## src/rtl/pipe_adder_seg.sv

```systemverilog
// pipe_adder_seg: segmented, pipelined W-bit adder with valid/ready on both sides.
// Each stage adds one SEG-bit slice and forwards its carry to the next stage.
// The stage holds only what it still needs: finished low sum bits, a carry,
// and the operand bits above its slice. W must be a multiple of SEG.
// Optional feature: define PIPE_ADD_SUB_EN to add the 'sub' port (a - b).
module pipe_adder_seg #(
  parameter int W   = 32,
  parameter int SEG = 8
) (
  input  logic         clk,
  input  logic         rst,
  input  logic         in_valid,
  output logic         in_ready,
  input  logic [W-1:0] a,
  input  logic [W-1:0] b,
  input  logic         cin,
`ifdef PIPE_ADD_SUB_EN
  input  logic         sub,
`endif
  output logic         out_valid,
  input  logic         out_ready,
  output logic [W-1:0] sum,
  output logic         cout,
  output logic         ovf
);
  localparam int STAGES = W / SEG;

  // Effective B operand and carry-in. Subtract is folded in here, so it is
  // captured together with the operands on accept.
  logic [W-1:0] w_b_eff;
  logic         w_c_eff;
`ifdef PIPE_ADD_SUB_EN
  assign w_b_eff = sub ? ~b : b;
  assign w_c_eff = sub | cin;
`else
  assign w_b_eff = b;
  assign w_c_eff = cin;
`endif

  // Stage valid bits gathered so each stage can see whether anything
  // downstream of it has a free slot.
  logic [STAGES-1:0] w_vld;

  for (genvar i = 0; i < STAGES; i++) begin : g_stg
    localparam int LO = i * SEG;   // sum bits already finished on entry
    localparam int HI = W - LO;    // operand bits still to be added on entry

    logic [HI-1:0]     w_ain;
    logic [HI-1:0]     w_bin;
    logic              w_cin;
    logic              w_vin;
    logic              w_adv;
    logic [SEG:0]      w_seg;
    logic [LO+SEG-1:0] w_s_nxt;
    logic              r_v;
    logic              r_c;
    logic [LO+SEG-1:0] r_s;

    if (i == 0) begin : g_in
      assign w_vin   = in_valid;
      assign w_ain   = a;
      assign w_bin   = w_b_eff;
      assign w_cin   = w_c_eff;
      assign w_s_nxt = w_seg[SEG-1:0];
    end else begin : g_in
      assign w_vin   = g_stg[i-1].r_v;
      assign w_ain   = g_stg[i-1].g_op.r_a;
      assign w_bin   = g_stg[i-1].g_op.r_b;
      assign w_cin   = g_stg[i-1].r_c;
      assign w_s_nxt = {w_seg[SEG-1:0], g_stg[i-1].r_s};
    end

    assign w_seg    = {1'b0, w_ain[SEG-1:0]} + {1'b0, w_bin[SEG-1:0]} + {{SEG{1'b0}}, w_cin};
    // A stage may move when it, or any stage after it, is empty, or the
    // consumer takes the result. Written without a ripple chain.
    assign w_adv    = out_ready | ~(&w_vld[STAGES-1:i]);
    assign w_vld[i] = r_v;

    // Valid, carry and partial sum; data only changes when a valid beat enters
    // so a stalled or drained stage keeps its last contents.
    always_ff @(posedge clk or posedge rst) begin
      if (rst) begin
        r_v <= 1'b0;
        r_c <= 1'b0;
        r_s <= '0;
      end else if (w_adv) begin
        r_v <= w_vin;
        if (w_vin) begin
          r_c <= w_seg[SEG];
          r_s <= w_s_nxt;
        end
      end
    end

    if (i < STAGES-1) begin : g_op
      logic [HI-SEG-1:0] r_a;
      logic [HI-SEG-1:0] r_b;

      // Operand bits above this slice travel on to the next stage.
      always_ff @(posedge clk or posedge rst) begin
        if (rst) begin
          r_a <= '0;
          r_b <= '0;
        end else if (w_adv && w_vin) begin
          r_a <= w_ain[HI-1:SEG];
          r_b <= w_bin[HI-1:SEG];
        end
      end
    end else begin : g_last
      logic r_ov;

      // Signed overflow from the top slice: the operand sign bits are the
      // slice MSBs here, the result sign is the new sum MSB.
      always_ff @(posedge clk or posedge rst) begin
        if (rst) begin
          r_ov <= 1'b0;
        end else if (w_adv && w_vin) begin
          r_ov <= (w_ain[SEG-1] == w_bin[SEG-1]) & (w_seg[SEG-1] != w_ain[SEG-1]);
        end
      end
    end
  end

  assign in_ready  = g_stg[0].w_adv;
  assign out_valid = g_stg[STAGES-1].r_v;
  assign sum       = g_stg[STAGES-1].r_s;
  assign cout      = g_stg[STAGES-1].r_c;
  assign ovf       = g_stg[STAGES-1].g_last.r_ov;

endmodule

```

## config.mk

```make
export PLATFORM = sky130hd
export DESIGN_NAME = pipe_adder_seg
export DESIGN_NICKNAME = d
export VERILOG_FILES = /design/src/rtl/pipe_adder_seg.sv
export SDC_FILE = /design/constraint.sdc
export NUM_CORES = 1
export LEC_CHECK = 0
export ABC_AREA = 1
export BUFFER_PORTS_ARGS = -buffer_cell sky130_fd_sc_hd__buf_4
export CAP_MARGIN = 25
export CORE_MARGIN = 1
export CORE_UTILIZATION = 30
export DETAILED_ROUTE_END_ITERATION = 7
export HOLD_SLACK_MARGIN = 0.08
export MAX_ROUTING_LAYER = met4
export PLACE_DENSITY = 0.51
export SYNTH_ARGS = -nofsm -noshare
export SYNTH_HDL_FRONTEND = slang
export SYNTH_SLANG_ARGS = --single-unit
```

## constraint.sdc

```tcl
create_clock -name clk -period 8.54 [get_ports clk]
set_input_delay 1.281 -clock clk [delete_from_list [all_inputs] [get_ports clk]]
set_output_delay 1.281 -clock clk [all_outputs]
set_load 0.03 [all_outputs]
```

Yosys cells after proc, flatten, opt, wreduce, memory -nomap -nowiden --
Index checks and enable logic that the tools add are counted.
Cells by class: add/sub/neg operators 8, reduce and logical (&&, ||, !) cells 11, equal/unequal tests 2, bitwise operators 9
Operator list (count):
- $add A8 B8 Y9 | 4
- $add A9 B1 Y9 | 4
- $reduce_and A2 Y1 | 5
- $logic_and A1 B1 Y1 | 4
- $not A1 Y1 | 4
- $or A1 B1 Y1 | 4
- $reduce_and A4 Y1 | 1
- $reduce_and A3 Y1 | 1
- $and A1 B1 Y1 | 1
- $eq A1 B1 Y1 | 1
- $ne A1 B1 Y1 | 1
Word-level totals: output and inout bits 36, flip-flop bits (word level) 185

Longest topological paths before layout --
Gate-level depths: netlist (run 1).
word-level depth 4, mapped depth 10, gate-level depth less buffers 9

Least setup slack after synthesis (run 1) --
Ideal clock, no wire load.
path type input port to output port, start point input port out_ready, end point output port in_ready, setup slack 5.465 ns, cell stages on the path 4, data required time 7.259 ns, arrival 1.794 ns, cell sequence inv_1 nand3_2 nor2_2 nand2_1
Between the ends: cells in the longest elaborated chain, start to end 1
RTL lines:
- start, declared | RTL line 21 | input logic out_ready,
- $or A1 B1 Y1 | RTL line 76 | assign w_adv = out_ready | ~(&w_vld[STAGES-1:i]);
- end, declared | RTL line 13 | output logic in_ready,
Every way passes these cells.

Worst setup path after layout (run 1) --
Same ends and word-level chain as after synthesis.

==> out/metrics.cfg, run 1 <==
[outcome]
outcome=finished, final reports clean

[finish]
seqCellArea_um2=4629
stdcell_count=1480
diodes=0
drive_above_1_share_pct=13.18
final_cell_area_um2=9998
post-route-util_pct=36.69
most-common-layout-cells=nand2_1 (525), dfrtp_1 (185), buf_4 (107)
layout.nets=1201
syn_to_final_growth_pct=18.77
fillers=2924
layout_commonest_cell=nand2_1
multi_input_area_um2=3264

[grt]
grt_pass1_vias=6191
track_usage_pct=14.00
grt_first_pass_wirelength_um=30950
grt_overflow=0
antenna_found_initial=0
grt_max_degree=69

[die]
die_h_um=169.5
fp.coreArea_um2=27250
fp.dieArea_um2=28730
initial_core_util_pct=30.89
io_pins=105
rows=60
die_w_um=169.5

[power_and_ir_drop]
finalPower_mw=3.181
p_per_area_nw_per_um2=318.2
leakage_nw=5.435
peakVddDrop_mv=0.1412

[clock_tree]
cts_hold_buffers=0
path_clk_slew_ps=70
insertion_delay_ps=430
cts_buffers=17
clockRootBuffer=clkbuf_16
clkSinkCount=185
cts_buffer_depth=2
cts_setup_buffers=0
tritoncts=done
cts_max_level=4
cts_resized=0

[setup_path]
crit_slowest_cell=buf_4
crit_family=simple AND/OR/NAND/NOR gates
max_stage_delay_ps=210
critPathLaunchType=primary input
crit_buf_inv=3
worstPathCellList=buf_4 -> inv_1 -> nand3_2 -> nor2_2 -> nand2_1 -> buf_4
critPathKind=primary input to output pin
crit_arrival_ps=2110
endpoint_kind=output pin
worst_path_most_repeated_cell=buf_4
crit_path_max_fanout=3
crit_required_ps=7260

[drt]
wl_per_cell_um=12.09
final_antenna_net_count=0
num_vias=6150
drt_iter0_drc=420
firstDrtPassIters=4
vias_per_cell=4.155
drt_wl_total_um=17890
route.detailed.drc=0

[synth]
ys_seq_area_share_pct=54.99
yosys_warnings=0
ys_seq_elements=185
synth-edff-count=0
netlist_area_um2=8418
postSynthCellCount=1006
async_flop_share_pct=100.0
avgSynthCellArea_um2=8.368
ys.flop_type=dfrtp_1
synth.distinct_cells=27
synth_nets=1111

[placed_design]
place_congestion=0.7766
dpl_worst_slack_ps=5156
placedCellCount=1449
io_buffers=104
placed_cell_area_um2=9467
dp_hpwl_um=12390

[timing]
setup_viol=0
min_period_ps=3387
fmax_mhz=295.3
finalHoldViolations=0
layout_setup_ws_ps=5153
skew_ps=24.40
tightest_slew_ps=937.4
drv_slew=0
fin_setup_tns_ps=0
worst_hold_slack_ps=464.0
period_share_pct=39.66
grt_setup_unrepaired=false
relSlewSlack_pct=37.28

[hold_path]
hold_path_class=flip-flop to flip-flop

[flow_run]
drv_cap=0

Yosys cell counts (all sizes together), types with 2 or more instances:
| master | n | share of area, % |
|---|---|---|
| o21ai | 49 | 2.9 |
| clkbuf | 4 | 0.18 |
| buf | 32 | 2.5 |
| o21bai | 2 | 0.18 |
| xnor2 | 7 | 0.73 |
| a21oi | 14 | 0.83 |
| inv | 79 | 3.6 |
| fa | 8 | 1.9 |
| ha | 28 | 4.2 |
| nor2 | 18 | 0.92 |
| nand4 | 7 | 0.52 |
| nand3 | 40 | 2.4 |
| dfrtp | 185 | 55 |
| nand2 | 528 | 24 |
state kept, by name (all words and copies together) (netlist names), 3 cells and up:
name and flops:
g_stg.g_op.r_b 48, sum 32, g_stg.g_op.r_a 48, g_stg.r_c 3, g_stg.r_s 48, g_stg.r_v 3
final cells by class:
| cell class | instances | area share, % |
|---|---|---|
| clock buffers | 22 | 4.643 |
| clock inverters | 9 | 0.6758 |
| inverters | 79 | 3.041 |
| multi-input cells | 706 | 32.65 |
| flip-flops and latches | 185 | 46.30 |
| well taps | 372 | 4.655 |
| repair buffers | 107 | 8.034 |
report_power, final:
part / internal (mW) / leakage (nW) / switching (mW) / total, mW
Sequential: 1.17 / 2.30 / 0.166 / 1.33
Combinational: 0.413 / 2.88 / 0.715 / 1.13
Clock: 0.388 / 0.253 / 0.334 / 0.722
path summary, 6_finish.rpt:
path	end	slack, ps	startpoint	cells past startpoint
max in group asynchronous	g_stg[1].g_op.r_a[7]	6340	rst	3
worst min-delay path	g_stg[1].r_s[4]	460	g_stg[0].r_s[4]	2
worst max register to register	g_stg[0].r_s[7]	6400	out_valid	7
worst max-delay path	in_ready	5150	out_ready	6
worst min register to register	g_stg[1].r_s[4]	460	g_stg[0].r_s[4]	2
min in group asynchronous	sum[2]	900	rst	2
tightest hold or removal path: cells and delay by family, from the launching register on:
family | cells | cell delay (ps)
AND/OR/NAND/NOR | 2 | 100
flip-flops | 1 | 340
logic make-up (layout without fill, tap and decap cells):
logic type | Yosys count | count (layout) | synth area share [%]
XOR/XNOR | 8 | 8 | 0.8324
AO/OA/AOI/OAI | 68 | 68 | 4.177
adder cells (fa/ha/maj) | 36 | 36 | 6.064
buffers and inverters | 115 | 217 | 6.257
AND/OR/NAND/NOR | 594 | 594 | 27.68
flip-flops | 185 | 185 | 54.99
layer usage:
metal / vias to the layer above / share of wire (%) / GRT usage (%)
met2: 97 / 40 / 19.06
met4: 0 / 0.96 / 3.878
met5: - / 0 / -
met1: 2760 / 57 / 20.86
li1: 3281 / - / -
met3: 12 / 2.8 / 2.729
Power figures use the tool's default switching activity.
==> inputs of run 2 (changes only) <==
==> constraint.sdc (replaced) <==
create_clock -name clk -period 3.4 [get_ports clk]
set_input_delay 0.51 -clock clk [delete_from_list [all_inputs] [get_ports clk]]
set_output_delay 0.51 -clock clk [all_outputs]
set_load 0.03 [all_outputs]
==> run 2 against run 1 <==
- first-iteration DRC count down 25%
- clock power grew to 2.8 times the previous value
- sequential share of layout area fell by 0.56 points
- combinational power rose to 2.5 times the previous value
- core utilization rose by 0.45 points
- flip-flop and latch count stayed put
- critical endpoint unchanged
- largest cell class unchanged
==> out/metrics.cfg, run 2 (synthesis results as in run 1) <==
[setup_path]
r2r_end=sum[30]
crit_path_max_fanout=3
r2r-start=g_stg[2].r_c
r2r_cells=7
crit_arrival_ps=1440
critPathKind=flip-flop to output pin
critPathLaunchType=flip-flop
crit_required_ps=2890
endpoint_kind=output pin
rrSetupSlack_ps=1500

[timing]
drv_slew=0
fin_setup_tns_ps=0
grt_setup_unrepaired=false
fmax_mhz=512.2
setup_viol=0
min_period_ps=1953
finalHoldViolations=0
tightest_slew_ps=831.4
worst_hold_slack_ps=106.7
period_share_pct=57.43
relSlewSlack_pct=44.49
layout_setup_ws_ps=1447
skew_ps=16.70

[power_and_ir_drop]
p_per_area_nw_per_um2=811.3
leakage_nw=5.493
peakVddDrop_mv=0.3871
finalPower_mw=8.212

[clock_tree]
clockRootBuffer=clkbuf_16
cts_setup_buffers=0
tritoncts=done
cts_resized=0
clkSinkCount=185
cts_max_level=4
path_clk_slew_ps=70
insertion_delay_ps=430
cts_buffer_depth=2
cts_buffers=17
cts_hold_buffers=0

[die]
fp.coreArea_um2=27250
io_pins=105
die_h_um=169.5
fp.dieArea_um2=28730
die_w_um=169.5
initial_core_util_pct=30.89
rows=60

[grt]
grt_max_degree=89
track_usage_pct=13.94
grt_first_pass_wirelength_um=30950
antenna_found_initial=0
grt_pass1_vias=6018
grt_overflow=0

[finish]
layout_commonest_cell=nand2_1
post-route-util_pct=37.14
most-common-layout-cells=nand2_1 (525), dfrtp_1 (185), buf_4 (109)
fillers=2839
syn_to_final_growth_pct=20.23
diodes=0
largestRegisters=g_stg.g_op.r_a (48), g_stg.g_op.r_b (48), g_stg.r_s (48)
layout.nets=1205
drive_above_1_share_pct=13.50

[drt]
drt_iter0_drc=313
route.detailed.drc=0
vias_per_cell=4.119
drt_wl_total_um=18040
num_vias=6108
wl_per_cell_um=12.17
firstDrtPassIters=4
final_antenna_net_count=0

[outcome]
outcome=finished, final reports clean

[hold_path]
hold_path_class=primary input to async pin

[placed_design]
io_buffers=104
dp_hpwl_um=12830
place_congestion=0.7738
dpl_worst_slack_ps=1305

[flow_run]
drv_cap=0

==> run 2: cell types whose count changed in the layout (fill, tap and decap cells not counted), sizes merged <==
cell and change:
buf +4, clkbuf -1, inv +1, bufinv +3, clkinv -4
==> run 2: how the worst max path moves through the flow <==
stage,from,to
global route,g_stg[2].r_c,sum[28]
CTS,out_valid,in_ready
detailed placement,a[0],g_stg[0].r_c
finish,out_valid,in_ready
global placement,a[0],g_stg[0].r_c
floorplan,rst,cout
==> run 2: layout make-up <==
cell class                      instances  area [um2]  share of cell area (%)
Sequential cell                       185        4629                   45.74
Clock inverter                          9       140.1                   1.385
Clock buffer                           21       460.4                   4.549
Timing Repair Buffer                  111       858.3                   8.481
Tap cell                              372       465.4                   4.599
Inverter                               79       302.8                   2.992
Multi-Input combinational cell        706        3264                   32.25
==> run 2: layer usage <==
metal,vias to the layer above,share of wire (%),global-route usage [%]
met5,-,0,-
met4,0,1.3,4.700
li1,3290,-,-
met1,2717,57,21.66
met2,86,39,18.00
met3,15,2.7,2.076
==> run 2: power breakdown <==
group / switching [mW] / internal [mW]
Clock: 0.827 / 1.20
Sequential: 0.418 / 2.93
Combinational: 1.80 / 1.04
==> run 2: worst max-delay path, cell delays in order, from the launching register on <==
cell and delay [ps]:
dfrtp_1 380, nand3_2 120, nor2_2 150, nand2_1 150, buf_4 210
==> run 2: per-stage QoR <==
stage	cell area, um2	std cells
after floorplan	8422	1006
after global placement	9520	1453
after detailed placement	9520	1453
after CTS	10120	1483
after global routing	10120	1483
final	10120	1483
